## src/rtl/complex_conj_pipe_if.sv

```systemverilog
// ============================================================================
// Module   : complex_conj_pipe_if
// Purpose  : Streaming bus for complex_conj_pipe (input and output handshakes).
// Revision : 1.0
// ============================================================================
`default_nettype none

interface complex_conj_pipe_if #(
  parameter int FW = 32
);
  logic              in_valid;
  logic              in_ready;
  logic [2*FW-1:0]   in_data;
  logic [2:0]        in_mode;
  logic              out_valid;
  logic              out_ready;
  logic [2*FW-1:0]   out_data;
  logic              out_nan;
  logic              out_mode_err;
  logic [15:0]       sample_cnt;

  modport master (
    output in_valid, in_data, in_mode, out_ready,
    input  in_ready, out_valid, out_data, out_nan, out_mode_err, sample_cnt
  );

  modport slave (
    input  in_valid, in_data, in_mode, out_ready,
    output in_ready, out_valid, out_data, out_nan, out_mode_err, sample_cnt
  );
endinterface

`default_nettype wire

```

## src/rtl/complex_conj_pipe.sv

```systemverilog
// ============================================================================
// Module   : complex_conj_pipe
// Purpose  : Elastic pipeline applying sign/rotation ops to packed complex floats.
// Revision : 1.0
// ============================================================================
`default_nettype none

module complex_conj_pipe #(
  parameter int FW         = 32,
  parameter int EW         = 8,
  parameter int STAGES     = 2,
  parameter int ZERO_CANON = 0
) (
  input  logic                clk,
  input  logic                rst,
  complex_conj_pipe_if.slave  bus
);
  localparam int MW = FW - 1 - EW;
  localparam int PW = 2*FW + 2;

  localparam logic [2:0] c_mode_pass = 3'd0;
  localparam logic [2:0] c_mode_conj = 3'd1;
  localparam logic [2:0] c_mode_neg  = 3'd2;
  localparam logic [2:0] c_mode_mulj = 3'd3;
  localparam logic [2:0] c_mode_muln = 3'd4;
  localparam logic [2:0] c_mode_swap = 3'd5;

  function automatic logic is_nan(input logic [FW-1:0] x);
    return (&x[FW-2:MW]) && (|x[MW-1:0]);
  endfunction

  // NaN operands keep their sign so payloads pass through bit-exact.
  function automatic logic [FW-1:0] neg(input logic [FW-1:0] x);
    return is_nan(x) ? x : {~x[FW-1], x[FW-2:0]};
  endfunction

  function automatic logic [FW-1:0] canon(input logic [FW-1:0] x);
    if ((ZERO_CANON != 0) && (x == {1'b1, {(FW-1){1'b0}}}))
      return '0;
    return x;
  endfunction

  // Stage 0: raw operand register
  logic              s0_valid_q, s0_valid_d;
  logic [2*FW-1:0]   s0_data_q;
  logic [2:0]        s0_mode_q;
  logic              w_s0_load;
  logic              w_s0_next_rdy;

  assign w_s0_load   = !s0_valid_q || w_s0_next_rdy;
  assign bus.in_ready = !rst && w_s0_load;
  assign s0_valid_d  = bus.in_valid;

  always_ff @(posedge clk) begin
    if (rst) begin
      s0_valid_q <= 1'b0;
      s0_data_q  <= '0;
      s0_mode_q  <= '0;
    end else if (w_s0_load) begin
      s0_valid_q <= s0_valid_d;
      if (bus.in_valid) begin
        s0_data_q <= bus.in_data;
        s0_mode_q <= bus.in_mode;
      end
    end
  end

  // Operation on the stage-0 operands
  logic [FW-1:0] w_re, w_im, w_op_re, w_op_im, w_res_re, w_res_im;
  logic          w_err;
  logic [PW-1:0] w_res;

  always_comb begin
    w_re    = s0_data_q[2*FW-1:FW];
    w_im    = s0_data_q[FW-1:0];
    w_op_re = w_re;
    w_op_im = w_im;
    w_err   = 1'b0;
    case (s0_mode_q)
      c_mode_pass: ;
      c_mode_conj: w_op_im = neg(w_im);
      c_mode_neg: begin
        w_op_re = neg(w_re);
        w_op_im = neg(w_im);
      end
      c_mode_mulj: begin
        w_op_re = neg(w_im);
        w_op_im = w_re;
      end
      c_mode_muln: begin
        w_op_re = w_im;
        w_op_im = neg(w_re);
      end
      c_mode_swap: begin
        w_op_re = w_im;
        w_op_im = w_re;
      end
      default: w_err = 1'b1;
    endcase
    w_res_re = canon(w_op_re);
    w_res_im = canon(w_op_im);
    w_res    = {is_nan(w_res_re) | is_nan(w_res_im), w_err, w_res_re, w_res_im};
  end

  generate
    if (STAGES <= 1) begin : g_single
      assign w_s0_next_rdy    = bus.out_ready;
      assign bus.out_valid    = s0_valid_q;
      assign bus.out_data     = w_res[2*FW-1:0];
      assign bus.out_mode_err = w_res[2*FW];
      assign bus.out_nan      = w_res[2*FW+1];
    end else begin : g_multi
      localparam int ND = STAGES - 1;
      logic [ND-1:0] dv_q;
      logic [PW-1:0] dp_q [ND];
      logic [ND-1:0] w_load;

      // A stage may load if any stage from it to the output has a hole, or the output drains.
      always_comb begin
        w_load = '0;
        for (int j = 0; j < ND; j++) begin
          w_load[j] = bus.out_ready;
          for (int k = j; k < ND; k++)
            if (!dv_q[k]) w_load[j] = 1'b1;
        end
      end

      always_ff @(posedge clk) begin
        if (rst) begin
          dv_q <= '0;
          for (int j = 0; j < ND; j++) dp_q[j] <= '0;
        end else begin
          if (w_load[0]) begin
            dv_q[0] <= s0_valid_q;
            if (s0_valid_q) dp_q[0] <= w_res;
          end
          for (int j = 1; j < ND; j++) begin
            if (w_load[j]) begin
              dv_q[j] <= dv_q[j-1];
              if (dv_q[j-1]) dp_q[j] <= dp_q[j-1];
            end
          end
        end
      end

      assign w_s0_next_rdy    = w_load[0];
      assign bus.out_valid    = dv_q[ND-1];
      assign bus.out_data     = dp_q[ND-1][2*FW-1:0];
      assign bus.out_mode_err = dp_q[ND-1][2*FW];
      assign bus.out_nan      = dp_q[ND-1][2*FW+1];
    end
  endgenerate

  logic [15:0] cnt_q, cnt_d;
  logic        w_xfer;

  assign w_xfer         = bus.out_valid && bus.out_ready;
  assign cnt_d          = cnt_q + 16'd1;
  assign bus.sample_cnt = cnt_q;

  always_ff @(posedge clk) begin
    if (rst)         cnt_q <= '0;
    else if (w_xfer) cnt_q <= cnt_d;
  end

endmodule

`default_nettype wire

```

## src/flat_wrapper.sv

```systemverilog
// flat-port wrapper written by rule: the top's interface ports become plain ports
module complex_conj_pipe_flat 
#(
  parameter int FW         = 32,
  parameter int EW         = 8,
  parameter int STAGES     = 2,
  parameter int ZERO_CANON = 0
)
  (clk, rst, bus_in_valid, bus_in_data, bus_in_mode, bus_out_ready, bus_in_ready, bus_out_valid, bus_out_data, bus_out_nan, bus_out_mode_err, bus_sample_cnt);
  complex_conj_pipe_if #(.FW(FW)) bus_i ();
  input  logic clk;
  input  logic rst;
  input wire logic [$bits(bus_i.in_valid)-1:0] bus_in_valid;
  input wire logic [$bits(bus_i.in_data)-1:0] bus_in_data;
  input wire logic [$bits(bus_i.in_mode)-1:0] bus_in_mode;
  input wire logic [$bits(bus_i.out_ready)-1:0] bus_out_ready;
  output wire logic [$bits(bus_i.in_ready)-1:0] bus_in_ready;
  output wire logic [$bits(bus_i.out_valid)-1:0] bus_out_valid;
  output wire logic [$bits(bus_i.out_data)-1:0] bus_out_data;
  output wire logic [$bits(bus_i.out_nan)-1:0] bus_out_nan;
  output wire logic [$bits(bus_i.out_mode_err)-1:0] bus_out_mode_err;
  output wire logic [$bits(bus_i.sample_cnt)-1:0] bus_sample_cnt;
  assign bus_i.in_valid = bus_in_valid;
  assign bus_i.in_data = bus_in_data;
  assign bus_i.in_mode = bus_in_mode;
  assign bus_i.out_ready = bus_out_ready;
  assign bus_in_ready = bus_i.in_ready;
  assign bus_out_valid = bus_i.out_valid;
  assign bus_out_data = bus_i.out_data;
  assign bus_out_nan = bus_i.out_nan;
  assign bus_out_mode_err = bus_i.out_mode_err;
  assign bus_sample_cnt = bus_i.sample_cnt;
  complex_conj_pipe #(.FW(FW), .EW(EW), .STAGES(STAGES), .ZERO_CANON(ZERO_CANON)) u_core (.clk(clk), .rst(rst), .bus(bus_i));
endmodule
```

## config.mk

```make
export PLATFORM = sky130hd
export DESIGN_NAME = complex_conj_pipe_flat
export DESIGN_NICKNAME = d
export VERILOG_FILES = /design/src/rtl/complex_conj_pipe_if.sv /design/src/rtl/complex_conj_pipe.sv /design/src/flat_wrapper.sv
export SDC_FILE = /design/constraint.sdc
export NUM_CORES = 1
export LEC_CHECK = 0
export BUFFER_PORTS_ARGS = -buffer_cell sky130_fd_sc_hd__buf_4
export CORE_MARGIN = 2
export CORE_UTILIZATION = 35
export CTS_CLUSTER_DIAMETER = 30
export CTS_CLUSTER_SIZE = 14
export DETAILED_ROUTE_END_ITERATION = 8
export GPL_ROUTABILITY_DRIVEN = 0
export GPL_TIMING_DRIVEN = 0
export RECOVER_POWER = 50
export SYNTH_ARGS = -nofsm -noshare
export SYNTH_HDL_FRONTEND = slang
export SYNTH_SLANG_ARGS = --single-unit
```

## constraint.sdc

```tcl
create_clock -name clk -period 3.4 [get_ports clk]
set_input_delay 0.17 -clock clk [delete_from_list [all_inputs] [get_ports clk]]
set_output_delay 0.17 -clock clk [all_outputs]
set_load 0.05 [all_outputs]
```

==> results of run 1 <==
==> per-layer routing <==
metal / global-route usage (%) / wire (µm) / up-vias
met4: 7.68 / 442 / 0
met1: 26.4 / 8900 / 2656
met5: 0 / 0 / -
li1: - / - / 2846
met2: 32.0 / 8910 / 194
met3: 4.24 / 1160 / 30
==> repair_timing <==
| item | in CTS | in global routing |
|---|---|---|
| setup buffers | 0 | 0 |
| endpoints found under the setup margin | 0 | 0 |
| hold buffers | 51 | 0 |
| endpoints found under the hold margin | 51 | 0 |
==> stage by stage <==
step | cells | cell area (µm²) | power [µW] | hold slack, ps
after floorplan | 700 | 6460 | 2500 | 287
after global placement | 1082 | 7900 | 2750 | 392
after detailed placement | 1082 | 7910 | 2750 | 400
after CTS | 1165 | 9000 | 4650 | 0.0701
after global routing | 1165 | 8680 | 4740 | 3.70
final | 1165 | 8680 | 4600 | 6.88
==> cell families (layout without fill, tap and decap cells) <==
logic type	after synthesis	in the layout	share of synthesized area (%)
buffers and inverters	47	283	3.37
xor gates and xnor gates	16	16	2.17
AOI/OAI and AO/OA	113	113	9.37
adders and majority gates	1	1	0.194
muxes	43	43	6.70
DFF	151	151	57.0
and+or+nand+nor	329	329	21.2
==> cell type report <==
class                   instances  share of cell area, %
clock buffers                  18                   4.95
clock inverters                14                   1.73
plain buffers                  45                   2.42
repair buffers                204                   15.5
inverters                       2                 0.0865
flip-flops and latches        151                   42.5
multi-input cells             502                   29.6
well taps                     229                   3.30
==> state kept, by name (all words and copies together), names as in the netlist <==
signal,flops
u_core.bus.sample_cnt,16
u_core.s0_mode_q,3
u_core.g_multi.dp_q,66
u_core.bus.out_valid,1
u_core.s0_valid_q,1
u_core.s0_data_q,64
==> layout by cell type, fill, tap and decap left out, types with 2 or more instances in the layout <==
| cell type | instances |
|---|---|
| a21oi_1 | 98 |
| and3_1 | 2 |
| buf_1 | 2 |
| buf_2 | 6 |
| buf_4 | 70 |
| buf_6 | 4 |
| bufinv_16 | 2 |
| clkbuf_1 | 117 |
| clkbuf_16 | 17 |
| clkinv_2 | 3 |
| clkinv_4 | 3 |
| clkinvlp_4 | 3 |
| dfxtp_1 | 85 |
| dlygate4sd3_1 | 51 |
| edfxtp_1 | 66 |
| inv_1 | 2 |
| inv_6 | 3 |
| mux2_2 | 2 |
| mux2i_1 | 41 |
| nand2_1 | 194 |
| nand2b_1 | 3 |
| nand3_1 | 14 |
| nand4_1 | 14 |
| nor2_1 | 73 |
| nor3_1 | 9 |
| nor4_1 | 9 |
| o21a_1 | 2 |
| o21ai_0 | 4 |
| or3_1 | 2 |
| xnor2_1 | 9 |
| xor2_1 | 7 |
==> worst paths after layout <==
kind,start,endpoint,slack (ps),depth (start not counted)
hold / removal,bus_in_data[37],u_core.s0_data_q[37],7,3
setup / recovery,u_core.s0_mode_q[0],u_core.g_multi.dp_q[0][65],340,9
hold reg to reg,u_core.s0_data_q[37],u_core.s0_data_q[37],490,2
setup reg to reg,u_core.s0_mode_q[0],u_core.g_multi.dp_q[0][65],340,9
==> power groups by stage <==
stage	clock [µW]	combinational (µW)	sequential, µW
after floorplan	0	245	2260
after global placement	0	648	2100
after detailed placement	0	653	2100
after CTS	1890	703	2060
after global routing	1960	706	2070
final	1870	660	2060
==> critical path, stage by stage (launching register included) <==
cell and delay (ps):
dfxtp_1 460, and2_4 210, o21a_1 150, buf_6 190, buf_6 220, mux2i_1 280, nand4_1 200, nor4_1 510
nand4_1 250, a41o_1 320
==> impl_metrics.yaml, run 1 <==
power:
  seqPwrFrac_pct: 44.9
  switching_share_pct: 28.4
  comb_power_share_pct: 14.4
  leakage_uw: 0.00330
  switchingPower_uw: 1310
  powerDensity_mw_per_mm2: 530
  intPower_uw: 3290
  peakVddDrop_mv: 0.410
  clkPwrFrac_pct: 40.8
worst_setup_path:
  cp.arrival_ps: 3230
  path_max_fanout: 10
  setup.worst_path.end_class: "flip-flop"
  crit_required_ps: 3570
  start_kind: "flip-flop"
  path_class: "flip-flop to flip-flop"
drt:
  antenna_left: 0
  drc: 0
  drt-pass1-iter-count: 5
  wl_um: 19400
  drt_iter0_drc: 415
  post_drt_wl_per_cell_um: 16.7
  vias: 5726
  via_per_inst: 4.92
die:
  dieHeight_um: 140
  core-area_mm2: 0.0180
  initial_core_util_pct: 35.9
  num_rows: 49
  die_area_mm2: 0.0196
  die_w_um: 140
  ios: 155
global_route:
  grt_pass1_vias: 5595
  grt_overflow: 0
  antenna_found_initial: 0
  grt_max_degree: 67
  grt_pass1_wl_um: 30200
  globalRouteTotalUtil_pct: 19.9
clock_network:
  cts-root-buf: "clkbuf_16"
  htree_levels: 4
  cts_tree: "built"
  insertion_delay_ps: 440
  cts_resized: 0
  clock_path_buffers: 2
  cts_sinks: 151
  cts-buffers-inserted: 17
  path_clk_slew_ps: 60
timing:
  tns_ps: 0
  hold_violations: 0
  worst_slew_pin_slew_ps: 1640
  max_slew_margin_pct: -9.55
  min_period_ps: 3060
  drv_slew: 67
  setup_viol_count_final: 0
  fmax_mhz: 327
  period_share_pct: 89.9
  rsz0062_at_grt: "no"
  skew_ps: 11.6
  worst_slack_ps: 344
yosys:
  synth_ff_type: "dfxtp_1"
  syn-cell-area_mm2: 0.00646
  synth-edff-count: 66
  synth_area_per_cell_um2: 9.23
  synth_common_cells: "194 x nand2_1, 98 x a21oi_1, 85 x dfxtp_1"
  netlist_instances: 700
  ys_seq_area_share_pct: 57.0
  synthesis.nets: 772
  ys_seq_elements: 151
  synth_most_common_cell: "nand2_1"
  synth.distinct_cells: 41
  synth_top_area_share_pct: 30.7
  synthTopCellsByArea: "edfxtp_1 31%, dfxtp_1 26%, nand2_1 11%"
  yosysTopAreaCell: "edfxtp_1"
  synth-warning-count: 0
  synth_async_sr_flop_share_pct: 0
run_status:
  outcome: "finished, violations left"
  violations: "capacitance limit, slew limit"
final_layout:
  utilization_pct: 48.1
  areaGrowthSynthToFinish_pct: 34.2
  nFillCells: 1823
  nets: 995
  multi_input_area_mm2: 0.00256
  drive_gt1_share_pct: 12.5
  seq_area_mm2: 0.00368
  diodes: 0
placed_design:
  place_ws_ps: 432
  place_hpwl_um: 13900
  portBuffers: 153
run:
  drv_cap: 1
min_path:
  hp-class: "input pin to flip-flop"
No activity file was read; power rests on OpenSTA's default activity.
==> run 2: changes to the inputs <==
--- a/config.mk
+++ b/config.mk
@@ -6,6 +6,7 @@
 export NUM_CORES = 1
 export LEC_CHECK = 0
 export BUFFER_PORTS_ARGS = -buffer_cell sky130_fd_sc_hd__buf_4
+export CORE_ASPECT_RATIO = 0.75
 export CORE_MARGIN = 2
 export CORE_UTILIZATION = 35
 export CTS_CLUSTER_DIAMETER = 30
==> run 2 against run 1 <==
The flow still finishes with violations (capacitance limit, slew limit). Worst setup slack got worse by 130 ps. Hold slack got worse by 2.0 ps. Sequential share of layout area about the same.
==> impl_metrics.yaml, run 2 (synthesis results as in run 1) <==
power:
  total_power_uw: 4590
  peakVddDrop_mv: 0.255
  leakage_uw: 0.00331
  powerDensity_mw_per_mm2: 528
timing:
  min_period_ps: 3180
  worst_slew_pin_slew_ps: 1630
  setup_viol_count_final: 0
  period_share_pct: 93.6
  fmax_mhz: 314
  hold_ws_ps: 4.84
  rsz0062_at_grt: "no"
  hold_violations: 0
  max_slew_margin_pct: -8.43
  skew_ps: 20.7
  worst_slack_ps: 216
  drv_slew: 67
global_route:
  grt_max_degree: 67
  globalRouteTotalUtil_pct: 20.5
  grt_pass1_wl_um: 30200
  grt_pass1_vias: 5416
  antenna_found_initial: 0
  grt_overflow: 0
clock_network:
  insertion_delay_ps: 440
  cts-root-buf: "clkbuf_16"
  cts_setup_buffers: 0
  hold_buffers: 48
  cts_tree: "built"
  clock_path_buffers: 2
  cts_sinks: 151
  cts_resized: 0
  htree_levels: 4
  cts-buffers-inserted: 17
  path_clk_slew_ps: 70
run:
  drv_cap: 1
drt:
  antenna_left: 0
  wl_um: 20100
  drt-pass1-iter-count: 6
  vias: 5872
  post_drt_wl_per_cell_um: 17.0
  drc: 0
  via_per_inst: 4.97
  drt_iter0_drc: 533
worst_setup_path:
  r2r-end: "u_core.g_multi.dp_q[0][65]"
  cp.arrival_ps: 3370
  setup.worst_path.end_class: "flip-flop"
  path_class: "flip-flop to flip-flop"
  path_max_fanout: 10
  crit_required_ps: 3590
  worstSetupEndpoint: "u_core.g_multi.dp_q[0][65]"
  r2r_setup_slack_ps: 220
  r2r_cells: 9
  startpoint: "u_core.s0_mode_q[0]"
  start_kind: "flip-flop"
  rr_startpoint: "u_core.s0_mode_q[0]"
final_layout:
  largest_reg_flops: 66
  utilization_pct: 47.5
  nets: 994
  top_register: "u_core.g_multi.dp_q"
  final_common_cell: "nand2_1"
  diodes: 0
  drive_gt1_share_pct: 12.5
  finish.instance_area_mm2: 0.00868
  areaGrowthSynthToFinish_pct: 34.4
  final_cell_mix: "194 x nand2_1, 117 x clkbuf_1, 98 x a21oi_1"
  multi_input_area_mm2: 0.00256
  seq_area_mm2: 0.00368
  nFillCells: 1895
die:
  die_area_mm2: 0.0196
  ios: 155
  initial_core_util_pct: 35.3
  num_rows: 43
  die_w_um: 161
  dieHeight_um: 122
  core-area_mm2: 0.0183
placed_design:
  portBuffers: 153
  place_ws_ps: 392
  place_hpwl_um: 14400
  placed_area_mm2: 0.00793
min_path:
  hp-class: "input pin to flip-flop"
run_status:
  violations: "capacitance limit, slew limit"
  outcome: "finished, violations left"
run 2: changes by cell type in the layout (fill, tap and decap cells not counted), moves of 2 or more:
cell        change
clkbuf_8        +2
inv_6           -3
inv_4           +3
clkinvlp_4      -2
run 2: worst min-delay path by stage:
| stage | from | end | slack, ps | cells after the start |
|---|---|---|---|---|
| 4_1_cts | bus_in_data[4] | u_core.s0_data_q[4] | 0.3 | 3 |
| 6_report | bus_in_data[45] | u_core.s0_data_q[45] | 5 | 3 |
| 2_1_floorplan | bus_in_valid | u_core.s0_valid_q | 290 | 2 |
| 3_3_place_gp | bus_in_valid | u_core.s0_valid_q | 400 | 3 |
| 3_5_place_dp | bus_in_valid | u_core.s0_valid_q | 410 | 3 |
| 5_1_grt | bus_in_data[22] | u_core.s0_data_q[22] | 8 | 3 |
run 2: critical path, stage by stage, from the launching register on:
cell,delay [ps]
dfxtp_1,480
and2_4,210
o21a_1,160
buf_6,190
buf_6,210
mux2i_1,260
nand4_1,210
nor4_1,600
nand4_1,290
a41o_1,300
run 2: area by class of cell:
class	count	share of cell area, %
inverters	2	0.0864
plain buffers	45	2.42
clock inverters	11	1.08
repair buffers	203	15.4
clock buffers	21	5.55
multi-input cells	502	29.5
flip-flops and latches	151	42.4
well taps	247	3.56
run 2: power breakdown:
group	switching (µW)	total, µW	internal [µW]
clock network	771	1860	1090
registers	73.1	2070	1990
logic	450	664	214
run 2: routing by layer:
layer	track usage [%]	vias up	routed length, µm	share of wire, %
li1	-	2854	-	-
met1	30.4	2772	9730	49
met2	29.9	228	8460	42
met3	5.31	18	1640	8.2
met4	4.52	0	227	1.1
met5	0	-	0	0
run 2: per-stage QoR:
stage          TNS (ps)  instances
2_1_floorplan         0        700
3_3_place_gp     -37110       1100
3_5_place_dp          0       1100
4_1_cts               0       1180
5_1_grt               0       1182
6_report              0       1182
